**config.mk**
```make
export PLATFORM = sky130hd
export DESIGN_NAME = car_motion_ctrl
export DESIGN_NICKNAME = d
export VERILOG_FILES = /design/src/rtl/car_motion_ctrl.sv
export SDC_FILE = /design/constraint.sdc
export NUM_CORES = 1
export LEC_CHECK = 0
export CORE_MARGIN = 4
export CORE_UTILIZATION = 46
export CTS_CLUSTER_DIAMETER = 50
export CTS_CLUSTER_SIZE = 28
export DETAILED_ROUTE_END_ITERATION = 12
export PLACE_DENSITY = 0.76
export SYNTH_ARGS = -nofsm -noshare
export SYNTH_HDL_FRONTEND = slang
export SYNTH_SLANG_ARGS = --single-unit
```
**constraint.sdc**
```tcl
create_clock -name clk -period 3.2 [get_ports clk]
set_input_delay 0.48 -clock clk [delete_from_list [all_inputs] [get_ports clk]]
set_output_delay 0.48 -clock clk [all_outputs]
set_load 0.01 [all_outputs]
```
**src/rtl/car_motion_ctrl.sv**
```systemverilog
// rtl/car_motion_ctrl.sv - elevator car motion controller with floor and door timers
//
// Purpose: moves the car between floors 1..5 toward dest, stopping at dest, at any
//   intermediate floor with a pending request, at the travel limits, or at the next
//   floor when dest has moved behind the car. Door dwell and floor travel are timed
//   by a shared cycle counter.
// Ports:
//   clk          system clock, rising edge
//   resetn       synchronous active-low reset
//   enable       1 = run, 0 = freeze all state (arrive forced low)
//   dest         target floor 1..5; 0,6,7 = no target
//   req_pending  bit i = request latched for floor i+1
//   state        0 IDLE, 1 DOOR, 2 UP, 3 DOWN
//   location     current floor 1..5
//   door_open    high while state is DOOR
//   arrive       one-cycle pulse on the edge location changes
module car_motion_ctrl #(
  parameter int FLOOR_TICKS = 50_000_000,
  parameter int DOOR_TICKS  = 100_000_000,
  parameter int CNT_W       = 27
) (
  input  logic       clk,
  input  logic       resetn,
  input  logic       enable,
  input  logic [2:0] dest,
  input  logic [4:0] req_pending,
  output logic [1:0] state,
  output logic [2:0] location,
  output logic       door_open,
  output logic       arrive
);

  typedef enum logic [1:0] {
    S_IDLE = 2'd0,
    S_DOOR = 2'd1,
    S_UP   = 2'd2,
    S_DOWN = 2'd3
  } state_t;

  localparam logic [CNT_W-1:0] FLOOR_LAST = CNT_W'(FLOOR_TICKS - 1);
  localparam logic [CNT_W-1:0] DOOR_LAST  = CNT_W'(DOOR_TICKS - 1);

  state_t           st;
  logic [CNT_W-1:0] timer;

  logic       going_up;
  logic       dest_ok;
  logic [2:0] nxt_loc;
  logic       req_hit;
  logic       stop_here;

  assign state = st;

  // Floor the car reaches at the next arrival, clamped so it never leaves 1..5,
  // and whether it must stop there.
  always_comb begin
    going_up = (st == S_UP);
    dest_ok  = (dest >= 3'd1) && (dest <= 3'd5);
    if (going_up)
      nxt_loc = (location >= 3'd5) ? 3'd5 : location + 3'd1;
    else
      nxt_loc = (location <= 3'd1) ? 3'd1 : location - 3'd1;

    req_hit = 1'b0;
    case (nxt_loc)
      3'd1: req_hit = req_pending[0];
      3'd2: req_hit = req_pending[1];
      3'd3: req_hit = req_pending[2];
      3'd4: req_hit = req_pending[3];
      3'd5: req_hit = req_pending[4];
      default: req_hit = 1'b0;
    endcase

    // Reaching dest or finding it behind the car both stop here; IDLE then
    // picks the new direction.
    stop_here = req_hit
             || ( going_up && (nxt_loc == 3'd5))
             || (!going_up && (nxt_loc == 3'd1))
             || (dest_ok &&  going_up && (dest <= nxt_loc))
             || (dest_ok && !going_up && (dest >= nxt_loc));
  end

  always_ff @(posedge clk) begin
    if (!resetn) begin
      st        <= S_IDLE;
      location  <= 3'd1;
      timer     <= '0;
      door_open <= 1'b0;
      arrive    <= 1'b0;
    end else if (!enable) begin
      arrive <= 1'b0;
    end else begin
      arrive <= 1'b0;
      case (st)
        S_IDLE: begin
          timer <= '0;
          if (dest_ok && (dest > location))
            st <= S_UP;
          else if (dest_ok && (dest < location))
            st <= S_DOWN;
        end

        S_UP, S_DOWN: begin
          if (timer == FLOOR_LAST) begin
            timer    <= '0;
            location <= nxt_loc;
            arrive   <= 1'b1;
            if (stop_here) begin
              st        <= S_DOOR;
              door_open <= 1'b1;
            end
          end else begin
            timer <= timer + 1'b1;
          end
        end

        S_DOOR: begin
          if (timer == DOOR_LAST) begin
            timer     <= '0;
            st        <= S_IDLE;
            door_open <= 1'b0;
          end else begin
            timer <= timer + 1'b1;
          end
        end

        default: begin
          st        <= S_IDLE;
          timer     <= '0;
          door_open <= 1'b0;
        end
      endcase
    end
  end

endmodule

```
# ---- After elaboration in Yosys (flattened, before gate mapping)
# Cells that the tools add are included.
# Widths: inputs -> output; s select.
dict set report word_totals {
  register_bits 34
  out_inout_bits 7
  wordCells 69
}
dict set report op_classes {
  n_reduce_logical 21
  n_eq_ne 14
  n_addsub 3
  n_lt_le_gt_ge 8
  mux 18
}
# cell count
set ops {}
lappend ops {{$pmux 27 s3} 1}
lappend ops {{$mux 27} 2}
lappend ops {{$add 27x1->27 const B} 1}
lappend ops {{$eq 27x26->1 const B} 1}
lappend ops {{$eq 27x27->1 const B} 1}
lappend ops {{$mux 2} 5}
lappend ops {{$reduce_and 5->1} 2}
lappend ops {{$logic_and 1x1->1} 9}
lappend ops {{$mux 3} 3}
lappend ops {{$eq 3x2->1 const B} 2}
lappend ops {{$eq 3x3->1 const B} 2}
lappend ops {{$ne 2x2->1 const B} 3}
lappend ops {{$pmux 2 s3} 1}
lappend ops {{$reduce_and 3->1} 2}
lappend ops {{$pmux 1 s5} 1}
lappend ops {{$eq 2x2->1 const B} 2}
lappend ops {{$logic_or 1x1->1} 4}
lappend ops {{$mux 1} 4}
lappend ops {{$add 3x1->3 const B} 1}
lappend ops {{$eq 3x1->1 const B} 1}
lappend ops {{$ge 3x1->1 const B} 1}
lappend ops {{$ge 3x3->1} 1}
lappend ops {{$ge 3x3->1 const B} 1}
lappend ops {{$gt 3x3->1} 1}
lappend ops {{other kinds (12)} 12}

# ---- Longest topological paths before layout
# Gate-level depths: netlist of the first run.
dict set report depth {
  depth_word 12
  mapped_depth 13
}

# ---- Worst setup path before layout of the first run
# Ideal clock, no wire load.
dict set report synth_path {
  path_kind {reg2reg}
  startpoint {reg location[1]}
  endpoint {reg door_open}
  required_time_ns 3.081
  path_stages_with_launch 13
  n_path_buf 0
  slack_ns 0.262
  period_less_slack_ns 2.938
  setup_ns 0.119
  t_arrival_ns 2.819
  cell_sequence {dfxtp_1 -> inv_1 -> ha_1 -> o21bai_1 -> o311ai_0 -> o21ai_4 -> ha_1 -> nand2_1 -> nor4_1 -> a2111oi_2 -> a311oi_1 -> a21boi_0 -> o21bai_1}
}
dict set report synth_via {
  elab_chain_len 11
  elab_cells_between_ends 25
  classes_between {add/sub: 2; order compare: 4; eq/ne: 6; mux: 4; reduce/logical: 9}
}
# element line
set synth_lines {}
lappend synth_lines {{start: declaration} 28} ;# output logic [2:0] location,
lappend synth_lines {{start signal: assignment} 106} ;# location <= nxt_loc;
lappend synth_lines {{$sub 3x1->3, or another cell as far along} 62} ;# nxt_loc = (location <= 3'd1) ? 3'd1 : location - 3'd1;
lappend synth_lines {{$mux 3, on equally long branches} {62, 60}}
lappend synth_lines {{$mux 3 (*)} 59} ;# if (going_up)
lappend synth_lines {{$eq 3x3->1, or another cell as far along} {65, 77}}
lappend synth_lines {{$pmux 1 s5 or $logic_and 1x1->1 (tied branches)} {65, 77}}
lappend synth_lines {{$logic_or 1x1->1} 77} ;# || ( going_up && (nxt_loc == 3'd5))
lappend synth_lines {{$logic_or 1x1->1} 78} ;# || (!going_up && (nxt_loc == 3'd1))
lappend synth_lines {{$logic_or 1x1->1} 79} ;# || (dest_ok && going_up && (dest <= nxt_loc))
lappend synth_lines {{$logic_or 1x1->1 (*)} 80} ;# || (dest_ok && !going_up && (dest >= nxt_loc));
lappend synth_lines {{$ne 2x2->1 (no source line) (*)} n/a}
lappend synth_lines {{$reduce_and 5->1 (no source line) (*)} n/a}
lappend synth_lines {{end signal: assignment} 88} ;# door_open <= 1'b0;
lappend synth_lines {{end signal: assignment} 110} ;# door_open <= 1'b1;
lappend synth_lines {{end signal: assignment} 121} ;# door_open <= 1'b0;
lappend synth_lines {{end: declaration} 29} ;# output logic door_open,
# Every way passes the cells marked *; elsewhere a longest branch is shown, timed or not.
# A chain may end at the register's enable or synchronous reset.

# ---- Worst setup path in the final report of the first run
# Ends and elaborated chain as after synthesis.

==> results of run 1 <==
==> power breakdown <==
part	internal (W)	switching, W	leakage (nW)	total (W)
logic	0.0000663	0.0000964	0.592	0.000163
clock network	0.000173	0.000161	0.0472	0.000333
registers	0.000427	0.00000648	0.274	0.000433
total	0.000666	0.000263	0.913	0.000930
==> cells in the mapped netlist, types with 4 or more instances <==
cell and instances:
mux2i_1 4, nor4_1 9, a21boi_0 20, nor3_1 16
dfxtp_1 34, nand4_1 4, nand2_1 38, o21ai_0 12
and2_1 5, and3_1 6, clkbuf_1 5, o21a_1 16
ha_1 8, nand3_1 14, a21oi_1 15, nand3b_1 4
inv_1 12, nor2_1 9, buf_4 4, nor2b_1 10
==> registers in the layout (all words and copies together) (netlist names) <==
signal / cells
arrive: 1
timer: 27
state: 2
door_open: 1
location: 3
==> worst max path at each step <==
stage | startpoint | endpoint | slack [ns] | depth (start not counted)
6_report | location[1] | door_open | 0.26 | 12
5_1_grt | location[1] | door_open | 0.02 | 12
4_1_cts | location[1] | door_open | 0.02 | 12
3_5_place_dp | location[1] | door_open | 0.03 | 12
3_3_place_gp | location[1] | door_open | 0.11 | 12
2_1_floorplan | location[1] | door_open | 0.26 | 12
==> repair_timing <==
| item | 4_1_cts | 5_1_grt |
|---|---|---|
| endpoints found under the setup margin | 0 | 3 |
| hold buffers | 0 | 0 |
| gates resized for setup | 0 | 2 |
| endpoints found under the hold margin | 0 | 0 |
==> worst max-delay path, stage by stage, from the launching register on <==
cell	delay [ns]
dfxtp_1	0.43
inv_1	0.11
ha_1	0.24
o21bai_1	0.21
o311ai_1	0.39
o21ai_4	0.13
ha_1	0.36
nand2_1	0.06
nor4_1	0.23
a2111oi_2	0.11
a311oi_2	0.29
a21boi_0	0.13
o21bai_1	0.16
==> layout make-up <==
type,instances,area [sq um]
fillers,513,2390
clock inverters,2,12.5
multi-input cells,240,1590
clock buffers,6,82.6
inverters,12,45.0
repair buffers,23,215
flip-flops and latches,34,681
well taps,70,87.6
==> cells in the final DEF (no fill, tap or decap), drive strengths merged, types with 3 or more instances in the layout <==
cell type,Yosys,layout
a2111oi,4,4
a211oi,3,3
a21boi,20,20
a21o,3,3
a21oi,15,15
and2,5,5
and3,6,6
buf,6,6
clkbuf,7,6
clkdlybuf4s50,0,17
dfxtp,34,34
ha,8,8
inv,12,12
mux2i,4,4
nand2,38,38
nand3,14,14
nand3b,4,4
nand4,4,4
nor2,9,9
nor2b,10,10
nor3,16,16
nor3b,3,3
nor4,9,9
nor4bb,3,3
o21a,16,16
o21ai,13,13
o31ai,3,3
or3,3,3
==> layer usage <==
| metal | wire length [um] | vias up | track usage (%) |
|---|---|---|---|
| met2 | 2690 | 56 | 30.8 |
| met1 | 2680 | 1114 | 24.2 |
| met3 | 244 | 12 | 4.15 |
| met5 | 0 | - | 0 |
| met4 | 83 | 0 | 6.42 |
| li1 | - | 1145 | - |
==> stage by stage <==
step | instances | power (W) | hold slack (ns)
floorplan | 301 | 0.000556 | 0.460
global placement | 379 | 0.000601 | 0.463
CTS | 387 | 0.000937 | 0.472
global route | 387 | 0.000980 | 0.508
finish | 387 | 0.000930 | 0.468
detailed placement | 379 | 0.000603 | 0.462
==> logic make-up after synthesis <==
| group | after synthesis | share of synthesized area (%) |
|---|---|---|
| mux | 5 | 2.12 |
| flops | 34 | 28.2 |
| simple gates | 134 | 30.2 |
| fa+ha+maj | 8 | 4.14 |
| buf+inv | 27 | 6.16 |
| compound gates | 93 | 29.2 |
==> metrics.md, run 1 <==
| Metric | Value |
|---|---|
| DRC errors left | `0` |
| Rows | `26` |
| RSZ-0062 raised after global routing | `false` |
| WHS Endpoint | `door_open` |
| Number of global-route vias before repair | `2111` |
| Final min period | `2.94 ns` |
| Iteration-0 DRC Markers | `101` |
| Die Ht | `80.5 um` |
| Area of placed instances | `2620 sq um` |
| Gr usage total | `18.8%` |
| Core outline area | `5110 sq um` |
| Grt total ovfl | `0` |
| Max-cap violations | `0` |
| Power per standard cell area | `342 nW/um^2` |
| Clock tree from TritonCTS | `yes` |
| Yosys warning total | `0` |
| CTS buffer count | `5` |
| Peak supply drop | `0.189 mV` |
| Worst Path Max Fanout | `6` |
| GPL Wtd Cong | `0.895` |
| Max Root-Sink Buffers | `2` |
| CP Class | `flop to flop` |
| Worst Hold Depth | `2` |
| TritonCTS Sinks | `34` |
| Initial Util | `47.3%` |
| Post-CTS Setup Inserts | `0` |
| IO Count | `18` |
| Post-route setup slack | `0.257 ns` |
| WL/cell | `14.7 um` |
| CTS Root Buffer Type | `clkbuf_8` |
| Global-route wire length before repair | `9760 um` |
| Final HPWL DP | `4090 um` |
| Die Wd | `80.5 um` |
| Net Count, Synth | `320` |
| Post-synthesis sequential area ratio | `28.2%` |
| Die area | `6480 sq um` |
| Ant. Diodes | `0` |
| Dpl ws | `0.0273 ns` |
| Mapped cell area | `2420 sq um` |
| Crit path DAT | `3.13 ns` |
| Avg Inst Size Synth | `8.03 sq um` |
| Ys flop type | `dfxtp_1` |
| Post-synth EDFFs | `0` |
| Clock Latency Late Sink | `0.29 ns` |
| Final wirelength | `5700 um` |
| Layout cells sized above 1 | `8.83%` |
| Area Overhead vs Synth | `12.4%` |
| Worst slew pin tran | `0.789 ns` |
| Synth top area share | `28.2%` |
| Drt pass-1 iters | `4` |
| Post-Syn Instances | `301` |
| Leak Pwr | `0.913 nW` |
| Final worst clock skew | `0.0114 ns` |
| Design Area, Final | `2720 sq um` |
| Status | `finished, final reports clean` |
| Setup Total Neg Slack | `0 ns` |
| #FFs+latches synth | `34` |
| FFs w/ async S/R, synth | `0%` |
| Clk slew on worst S/H paths | `0.07 ns` |
| R2R Path Start | `location[1]` |
| Cell taking the most area after synthesis | `dfxtp_1` |
| Routed Antenna Nets | `0` |
| Final Slew Violations | `0` |
| Port Buffer Count | `17` |
| Vias per cell | `6.01` |
| Top post-synthesis cells by area | `dfxtp_1 (28%), a21boi_0 (6.2%), nand2_1 (5.9%)` |
| Hold Crit Start | `door_open` |
| Nets | `335` |
| Startpoint type of the worst setup path | `flop` |
| Crit end category | `flop` |
| Reg2reg setup slack | `0.26 ns` |
| H-Tree Depth | `2` |
| Core Util, Final | `53.2%` |
| Initial antenna violation count | `0` |
| R2R depth | `12` |
| FMAX | `340 MHz` |
| Critical path data required time | `3.38 ns` |
| Fin crit share | `92.0%` |
| Routed via count | `2327` |
| Final Setup Violations | `0` |
| Netlist cell types | `59` |
| Largest net degree at the start of global routing | `27` |
| Headroom to the max-slew limit | `46.1%` |
| Worst r2r dst | `door_open` |
| Final Hold Vio Count | `0` |
| HP Class | `flop to flop` |
Note: power is estimated with default switching activity, not from simulation.
==> run 2, diff against run 1 <==
Settings changed: CORE_UTILIZATION 46 to 59, PLACE_DENSITY 0.76 to 0.91, SLEW_MARGIN from default to 30.
==> run 2 against run 1 <==
  * Total power is 17% higher
  * Hold slack better by 0.011 ns
  * Combinational power hardly changed
  * Largest power group is now clock
==> metrics.md, run 2 (synthesis gave the netlist of run 1 again) <==
| Metric | Value |
|---|---|
| Hold Crit Start | `door_open` |
| Routed Antenna Nets | `0` |
| HP Class | `flop to flop` |
| Final Slew Violations | `0` |
| Status | `finished, final reports clean` |
| FMAX | `331 MHz` |
| Clock Latency Late Sink | `0.30 ns` |
| Slowest-stage cell, CP | `dfxtp_2` |
| Reg with most FFs | `timer` |
| H-Tree Depth | `2` |
| Fin crit share | `94.3%` |
| DRC errors left | `0` |
| Die area | `5180 sq um` |
| Layout cells sized above 1 | `9.43%` |
| Die Wd | `72.0 um` |
| Power per standard cell area | `396 nW/um^2` |
| Port Buffer Count | `17` |
| CP bufs+invs | `2` |
| CP max stage delay | `0.38 ns` |
| Final worst clock skew | `0.00844 ns` |
| CP Class | `flop to flop` |
| Iteration-0 DRC Markers | `197` |
| Crit path DAT | `3.21 ns` |
| Vias per cell | `6.52` |
| CTS Root Buffer Type | `clkbuf_8` |
| R2R depth | `13` |
| Clk slew on worst S/H paths | `0.08 ns` |
| Crit end category | `flop` |
| Worst Hold Depth | `2` |
| Final min period | `3.02 ns` |
| Final HPWL DP | `4100 um` |
| Post-Place Cells | `358` |
| Grt total ovfl | `0` |
| Worst Path Max Fanout | `6` |
| Startpoint type of the worst setup path | `flop` |
| Final Setup Violations | `0` |
| Initial Util | `63.6%` |
| Core outline area | `3800 sq um` |
| Largest register FFs | `27` |
| TritonCTS Sinks | `34` |
| Worst path top cell family by delay | `compound AO/OA/AOI/OAI gates` |
| Area of placed instances | `2590 sq um` |
| Leak Pwr | `0.939 nW` |
| Worst r2r dst | `door_open` |
| Final Hold Vio Count | `0` |
| Area Overhead vs Synth | `13.4%` |
| Initial antenna violation count | `0` |
| Gr usage total | `23.9%` |
| Nets | `336` |
| Design Area, Final | `2740 sq um` |
| WHS Endpoint | `door_open` |
| Max Root-Sink Buffers | `2` |
| Hold buffers post-CTS | `0` |
| IO Count | `18` |
| Commonest non-fill, non-tap cell in the layout | `nand2_1` |
| Clock tree from TritonCTS | `yes` |
| CTS resizes | `0` |
| Final wirelength | `5950 um` |
| Ant. Diodes | `0` |
| Drt pass-1 iters | `7` |
| Critical path data required time | `3.39 ns` |
| Global-route wire length before repair | `10100 um` |
| Largest net degree at the start of global routing | `27` |
| Filler instances | `290` |
| Reg2reg setup slack | `0.18 ns` |
| Peak supply drop | `0.285 mV` |
| Rows | `22` |
| Post-route insts no fill | `366` |
| Number of global-route vias before repair | `2226` |
| Post-CTS Setup Inserts | `0` |
| CTS buffer count | `5` |
| Die Ht | `72.0 um` |
| GPL Wtd Cong | `0.855` |
| Worst slew pin tran | `0.690 ns` |
| CP Cell Sequence | `inv_1 -> ha_1 -> o21bai_1 -> o311ai_0 -> buf_4 -> o21ai_4 -> ha_1 -> nand2_1 -> nor4_1 -> a2111oi_2 -> a311oi_2 -> a21boi_0 -> o21bai_1` |
| Commonest non-fill, non-tap cells in the layout | `nand2_1 (38), dfxtp_1 (33), a21boi_0 (20)` |
| Max-cap violations | `0` |
| Headroom to the max-slew limit | `52.8%` |
| R2R Path Start | `location[1]` |
| WL/cell | `16.3 um` |
| Routed via count | `2386` |
[run 2: worst max path at each step]
stage / startpoint / end / slack [ns] / depth (start not counted)
after floorplan: location[1] / door_open / 0.26 / 12
after global placement: location[1] / door_open / 0.29 / 13
after detailed placement: location[1] / door_open / 0.1 / 13
after CTS: location[1] / door_open / 0.08 / 13
after global routing: location[1] / door_open / -0.01 / 13
final: location[1] / door_open / 0.18 / 13
[run 2: layout make-up]
cell class | count | area [sq um] | area share (%)
multi-input combinational | 240 | 1590 | 58.1
tap | 48 | 60.1 | 2.19
sequential | 34 | 682 | 24.9
inverter | 12 | 45.0 | 1.64
clock inverter | 3 | 68.8 | 2.51
timing repair buffer | 24 | 223 | 8.13
clock buffer | 5 | 68.8 | 2.51
[run 2: layer usage]
metal  vias to the layer above  global-route usage [%]  wire (um)
li1                       1158                       -          -
met1                      1111                    29.8       2560
met2                        99                    40.0       2860
met3                        18                    6.09        384
met4                         0                    8.14        146
met5                         -                       0          0
[run 2: report_power, final]
| group | total (W) | switching [W] | internal, W |
|---|---|---|---|
| sequential | 0.000433 | 0.00000600 | 0.000427 |
| clock | 0.000487 | 0.000175 | 0.000312 |
| combinational | 0.000165 | 0.0000996 | 0.0000658 |
| total | 0.00109 | 0.000281 | 0.000805 |
[run 2: worst register-to-register path: stages (launching register included)]
cell and delay, ns:
dfxtp_2 0.38, inv_1 0.09, ha_1 0.23, o21bai_1 0.21
o311ai_0 0.29, buf_4 0.18, o21ai_4 0.07, ha_1 0.36
nand2_1 0.06, nor4_1 0.24, a2111oi_2 0.11, a311oi_2 0.36
a21boi_0 0.16, o21bai_1 0.17
[run 2: stage by stage]
stage          power [W]  TNS (ns)  worst slack [ns]  util (%)  hold WS (ns)
2_1_floorplan   0.000556         0             0.262         -         0.460
3_3_place_gp    0.000597         0             0.286      68.3         0.458
3_5_place_dp    0.000602         0            0.0973      68.3         0.469
4_1_cts          0.00108         0            0.0794      71.9         0.479
5_1_grt          0.00113   -0.0102           -0.0102      72.1         0.526
6_report         0.00109         0             0.182      72.1         0.479
